File: config.mk
export PLATFORM = sky130hd
export DESIGN_NAME = flasher_state_counter
export DESIGN_NICKNAME = d
export VERILOG_FILES = /design/src/rtl/flasher_state_counter.sv
export SDC_FILE = /design/constraint.sdc
export NUM_CORES = 1
export LEC_CHECK = 0
export ABC_AREA = 1
export BUFFER_PORTS_ARGS = -buffer_cell sky130_fd_sc_hd__buf_2
export CORE_UTILIZATION = 35
export CTS_BUF_LIST = sky130_fd_sc_hd__clkbuf_4
export DETAILED_ROUTE_END_ITERATION = 10
export GPL_ROUTABILITY_DRIVEN = 0
export GPL_TIMING_DRIVEN = 0
export SETUP_SLACK_MARGIN = 0.3
export SYNTH_ARGS = -nofsm -noshare
export SYNTH_HDL_FRONTEND = slang
export SYNTH_SLANG_ARGS = --single-unit
File: constraint.sdc
create_clock -name clk -period 2.82 [get_ports clk]
set_clock_uncertainty 0.05 [all_clocks]
set_input_delay 0.423 -clock clk [delete_from_list [all_inputs] [get_ports clk]]
set_output_delay 0.423 -clock clk [all_outputs]
set_load 0.1 [all_outputs]
File: src/rtl/flasher_state_counter.sv
// Sequential half of the lamp flasher: state/count registers, tick
// prescaler, flick synchronizer with pending latch, thermometer lamps.
module flasher_state_counter #(
  parameter int TICK_DIV    = 16,
  parameter int SYNC_STAGES = 2,
  parameter int NUM_LAMPS   = 16
) (
  input  logic                 clk,
  input  logic                 rst_n,
  input  logic                 flk_in,
  input  logic [2:0]           nxt_st,
  output logic [2:0]           cur_st,
  output logic [4:0]           count,
  output logic                 flk,
  output logic                 tick,
  output logic [NUM_LAMPS-1:0] led
);

  typedef enum logic [2:0] {
    ST_INIT = 3'd0,
    ST_0_15 = 3'd1,
    ST_15_5 = 3'd2,
    ST_5_10 = 3'd3,
    ST_10_0 = 3'd4,
    ST_0_5  = 3'd5,
    ST_5_0  = 3'd6,
    ST_BAD  = 3'd7
  } st_t;

  localparam logic [15:0] PMAX = 16'(TICK_DIV - 1);
  localparam logic [4:0]  CMAX = 5'(NUM_LAMPS);

  st_t                  r_st;
  st_t                  w_nst;
  logic [4:0]           r_cnt;
  logic [4:0]           w_ncnt;
  logic [15:0]          r_presc;
  logic [SYNC_STAGES-1:0] r_sync;
  logic                 r_flk_d;
  logic                 r_pend;
  logic [NUM_LAMPS-1:0] r_led;
  logic [NUM_LAMPS-1:0] w_therm;
  logic                 w_tick;
  logic                 w_flk_s;

  // Gated by rst_n so TICK_DIV=1 stays quiet while in reset.
  assign w_tick  = rst_n & (r_presc == PMAX);
  assign w_flk_s = r_sync[SYNC_STAGES-1];

  always_comb begin
    w_nst  = st_t'(nxt_st);
    w_ncnt = r_cnt;
    case (w_nst)
      ST_0_15, ST_5_10, ST_0_5:
        w_ncnt = (r_cnt >= CMAX) ? CMAX : r_cnt + 5'd1;
      ST_15_5, ST_10_0, ST_5_0:
        w_ncnt = (r_cnt == 5'd0) ? 5'd0 : r_cnt - 5'd1;
      ST_BAD: begin
        w_nst  = ST_INIT;
        w_ncnt = 5'd0;
      end
      default: w_ncnt = 5'd0;
    endcase
  end

  always_comb begin
    w_therm = '0;
    for (int i = 0; i < NUM_LAMPS; i++) begin
      w_therm[i] = (5'(i) < r_cnt);
    end
  end

  always_ff @(posedge clk or negedge rst_n) begin
    if (!rst_n) begin
      r_presc <= '0;
      r_sync  <= '0;
      r_flk_d <= 1'b0;
      r_pend  <= 1'b0;
    end else begin
      r_presc <= (r_presc == PMAX) ? '0 : r_presc + 16'd1;
      r_sync  <= {r_sync[SYNC_STAGES-2:0], flk_in};
      r_flk_d <= w_flk_s;
      // An edge landing on a tick is consumed directly via flk_s.
      if (w_tick) begin
        r_pend <= 1'b0;
      end else if (w_flk_s && !r_flk_d) begin
        r_pend <= 1'b1;
      end
    end
  end

  always_ff @(posedge clk or negedge rst_n) begin
    if (!rst_n) begin
      r_st  <= ST_INIT;
      r_cnt <= '0;
      r_led <= '0;
    end else begin
      if (w_tick) begin
        r_st  <= w_nst;
        r_cnt <= w_ncnt;
      end
      r_led <= w_therm;
    end
  end

  assign cur_st = r_st;
  assign count  = r_cnt;
  assign flk    = w_flk_s | r_pend;
  assign tick   = w_tick;
  assign led    = r_led;

endmodule

==> results.yml <==
status:
  run_status: "finished, final reports clean"
timing:
  finalHoldViolCount: 0
  max_slew.worst_pin.slew_ps: 616
  report.final.setup_viol: 0
  final.period_utilization_pct: 81.5
  slew_violations: 0
  setup-tns-final_ps: 0
  slew_headroom_pct: 58.9
  post-route-worst-setup-slack_ps: 523
  fin_worst_hold_slack_ps: 35.8
  max_freq_mhz: 435
  unrepaired_setup_endpoints_after_global_routing: "false"
  final_period_minus_worst_setup_slack_ps: 2300
pwr:
  cellInternalPower_uw: 799
  pwr-share-clk_pct: 24.0
  fin_total_pwr_mw: 1.24
  switching_share_pct: 35.5
  power.switching_uw: 439
  power_frac_comb_pct: 21.9
  share_seq_of_total_power_pct: 54.1
  power_density_nw_per_um2: 536
  power.ir.vdd_worst_v: 0.000235
  leakagePower_nw: 1.37
worst_setup_path:
  cp.required_ps: 2350
  cp_cell_sequence: "ha_1 -> nand3_2 -> nor2_1 -> nand3_1 -> inv_1 -> clkbuf_4"
  setup.worst_path.start_class: "flip-flop"
  reg2regPathDepth: 7
  setup.worst_path.class: "flip-flop to output port"
  critical_path_data_arrival_time_ps: 1820
  setup.worst_path.end_class: "output port"
  reg2reg_setup_slack_ps: 1120
  crit_path_max_incr_delay_ps: 440
  crit-reg2reg-capture: "count[1]"
  dominant_delay_contributor_by_cell_family_on_the_critical_path: "flip-flops"
  r2r-start: "count[0]"
  critical_path.max_fanout: 6
  crit_buf_inv: 2
  critical_path.slowest_cell: "sky130_fd_sc_hd__dfrtp_1"
placed_design:
  dp_cells: 333
  place.port_buffers: 31
  detailed_place.area_um2: 2250
  dp_slack_ps: 310
  dp_hpwl_mm: 2.70
final_layout:
  most_frequent_standard_cell_in_the_layout_excluding_fill_and_tap_cells: "sky130_fd_sc_hd__nand2_1"
  final_core_util_pct: 41.9
  final_cell_mix: "sky130_fd_sc_hd__nand2_1 (70), sky130_fd_sc_hd__dfrtp_1 (44), sky130_fd_sc_hd__buf_2 (31), sky130_fd_sc_hd__inv_1 (26), sky130_fd_sc_hd__nor2_1 (25)"
  layout-drive-gt1-share_pct: 19.4
  finalNonFillerCells: 340
  post-route-cell-area_um2: 2310
  syn_to_final_growth_pct: 14.9
  total_number_of_nets_in_the_final_design: 278
  insertedDiodeCount: 0
clocking:
  cts_max_level: 2
  clk_pin_slew_ps: 130
  cts-hold-fix-buffers: 0
  cts_tree: "done"
  clock_sinks: 44
  cts_max_path_bufs: 2
  cts-buffers-inserted: 5
  worst_skew_pair.late_latency_ps: 350
  ctsRootBufferMaster: "sky130_fd_sc_hd__clkbuf_4"
die:
  io_pins: 32
  dieArea_um2: 6050
  die-width_um: 77.8
  std_cell_rows: 27
  die_h_um: 77.8
  core_area_um2: 5510
  start_util_pct: 36.5
route:
  drt.antenna.violating_nets: 0
  vias: 1524
  detailedRoute.firstPassIterationCount: 4
  wl_per_cell_um: 11.1
  first_iter_violations: 83
  drcViolationCount: 0
  route.detailed.vias_per_inst: 4.48
  drt_wl_total_mm: 3.77
synthesis:
  yosys.cell_types.count: 25
  yosys_most_used_dff: "sky130_fd_sc_hd__dfrtp_1"
  syn_nets: 240
  post_synth_instance_area_um2: 2010
  syn-mean-instance-area_um2: 8.74
  seq_area_frac_synth_pct: 54.8
  synth-edff-count: 0
  ys.warnings.count: 0
  synthesis.instances: 230
  synth_async_sr_flop_share_pct: 100
  ys_seq_elements: 44
global_routing:
  pin_count_of_the_biggest_net_entering_global_routing: 47
  first_global_vias: 1437
  grt_first_pass_wirelength_mm: 6.60
  grt-ovfl-total: 0
  global_route.usage.total_pct: 14.0
  antenna_violations_before_repair: 0
min_path:
  holdCritPathClass: "primary input to asynchronous set/reset pin"
flow_run:
  maxCapViolations: 0
[worst reg2reg max path: stages (launching register included)]
cell	delay, ps
sky130_fd_sc_hd__dfrtp_1	510
sky130_fd_sc_hd__clkinv_1	260
sky130_fd_sc_hd__ha_1	320
sky130_fd_sc_hd__nand3_1	110
sky130_fd_sc_hd__nand2_1	100
sky130_fd_sc_hd__o21ai_0	180
sky130_fd_sc_hd__nand2_1	70
sky130_fd_sc_hd__nand2_1	50
[registers in the layout, indices dropped and copies added (netlist names)]
name and flops:
count 5, cur_st 3, led 16, r_flk_d 1
r_pend 1, r_presc 16, r_sync 2
[power by group through the flow]
| stage | registers, mW | clock network (mW) | logic (mW) |
|---|---|---|---|
| floorplan | 0.836 | 0 | 0.0609 |
| detailed placement | 0.682 | 0 | 0.273 |
| finish | 0.669 | 0.298 | 0.271 |
| global placement | 0.681 | 0 | 0.272 |
| CTS | 0.670 | 0.308 | 0.273 |
| global route | 0.673 | 0.334 | 0.291 |
[layer usage]
layer / vias to the layer above / track usage, % / routed length, µm
li1: 788 / - / -
met1: 700 / 19.6 / 1950
met2: 29 / 21.0 / 1660
met3: 7 / 2.82 / 106
met4: 0 / 5.66 / 53
met5: - / 0 / 0
[what timing repair did]
item / 4_1_cts / 5_1_grt
gates resized for setup: 0 / 2
setup endpoints to repair: 0 / 1
buffers inserted: 0 / 0
[cells in the mapped netlist, drive strengths merged, types with 2 or more instances]
library cell | n | area share (%)
nand2 | 71 | 13
inv | 26 | 4.9
nand3 | 17 | 4.7
buf | 4 | 1.4
o21ai | 14 | 3.9
ha | 4 | 2.5
xnor2 | 2 | 0.87
dfrtp | 44 | 55
xor2 | 10 | 4.4
nor2 | 29 | 6.2
nand4 | 3 | 0.93
[worst max-delay path by stage]
stage               start       end  slack, ps  cells after the start
6_report       r_presc[0]      tick        520                      6
2_1_floorplan    count[0]  count[1]        580                      7
4_1_cts             rst_n      tick        320                      4
3_5_place_dp        rst_n      tick        310                      4
5_1_grt        r_presc[0]      tick        390                      6
3_3_place_gp        rst_n      tick        330                      4
[final cells by class]
class / count / area, µm²
buffer: 4 / 28.8
multi-input combinational: 155 / 778
sequential: 44 / 1100
inverter: 27 / 101
tap: 72 / 90.1
clock buffer: 6 / 45.0
clock inverter: 1 / 5.00
fill: 574 / 3200
timing repair buffer: 31 / 160
[kinds of logic (layout without fill, tap and decap cells)]
kind of cell    count (synthesis)  after routing  share of synthesized area, %
compound gates                 17             17                          5.04
xor+xnor                       12             12                          5.23
fa+ha+maj                       4              4                          2.49
buf+inv                        31             69                          6.48
flops                          44             44                          54.8
simple gates                  122            122                          26.0
Note: power is estimated with default switching activity, not from simulation.
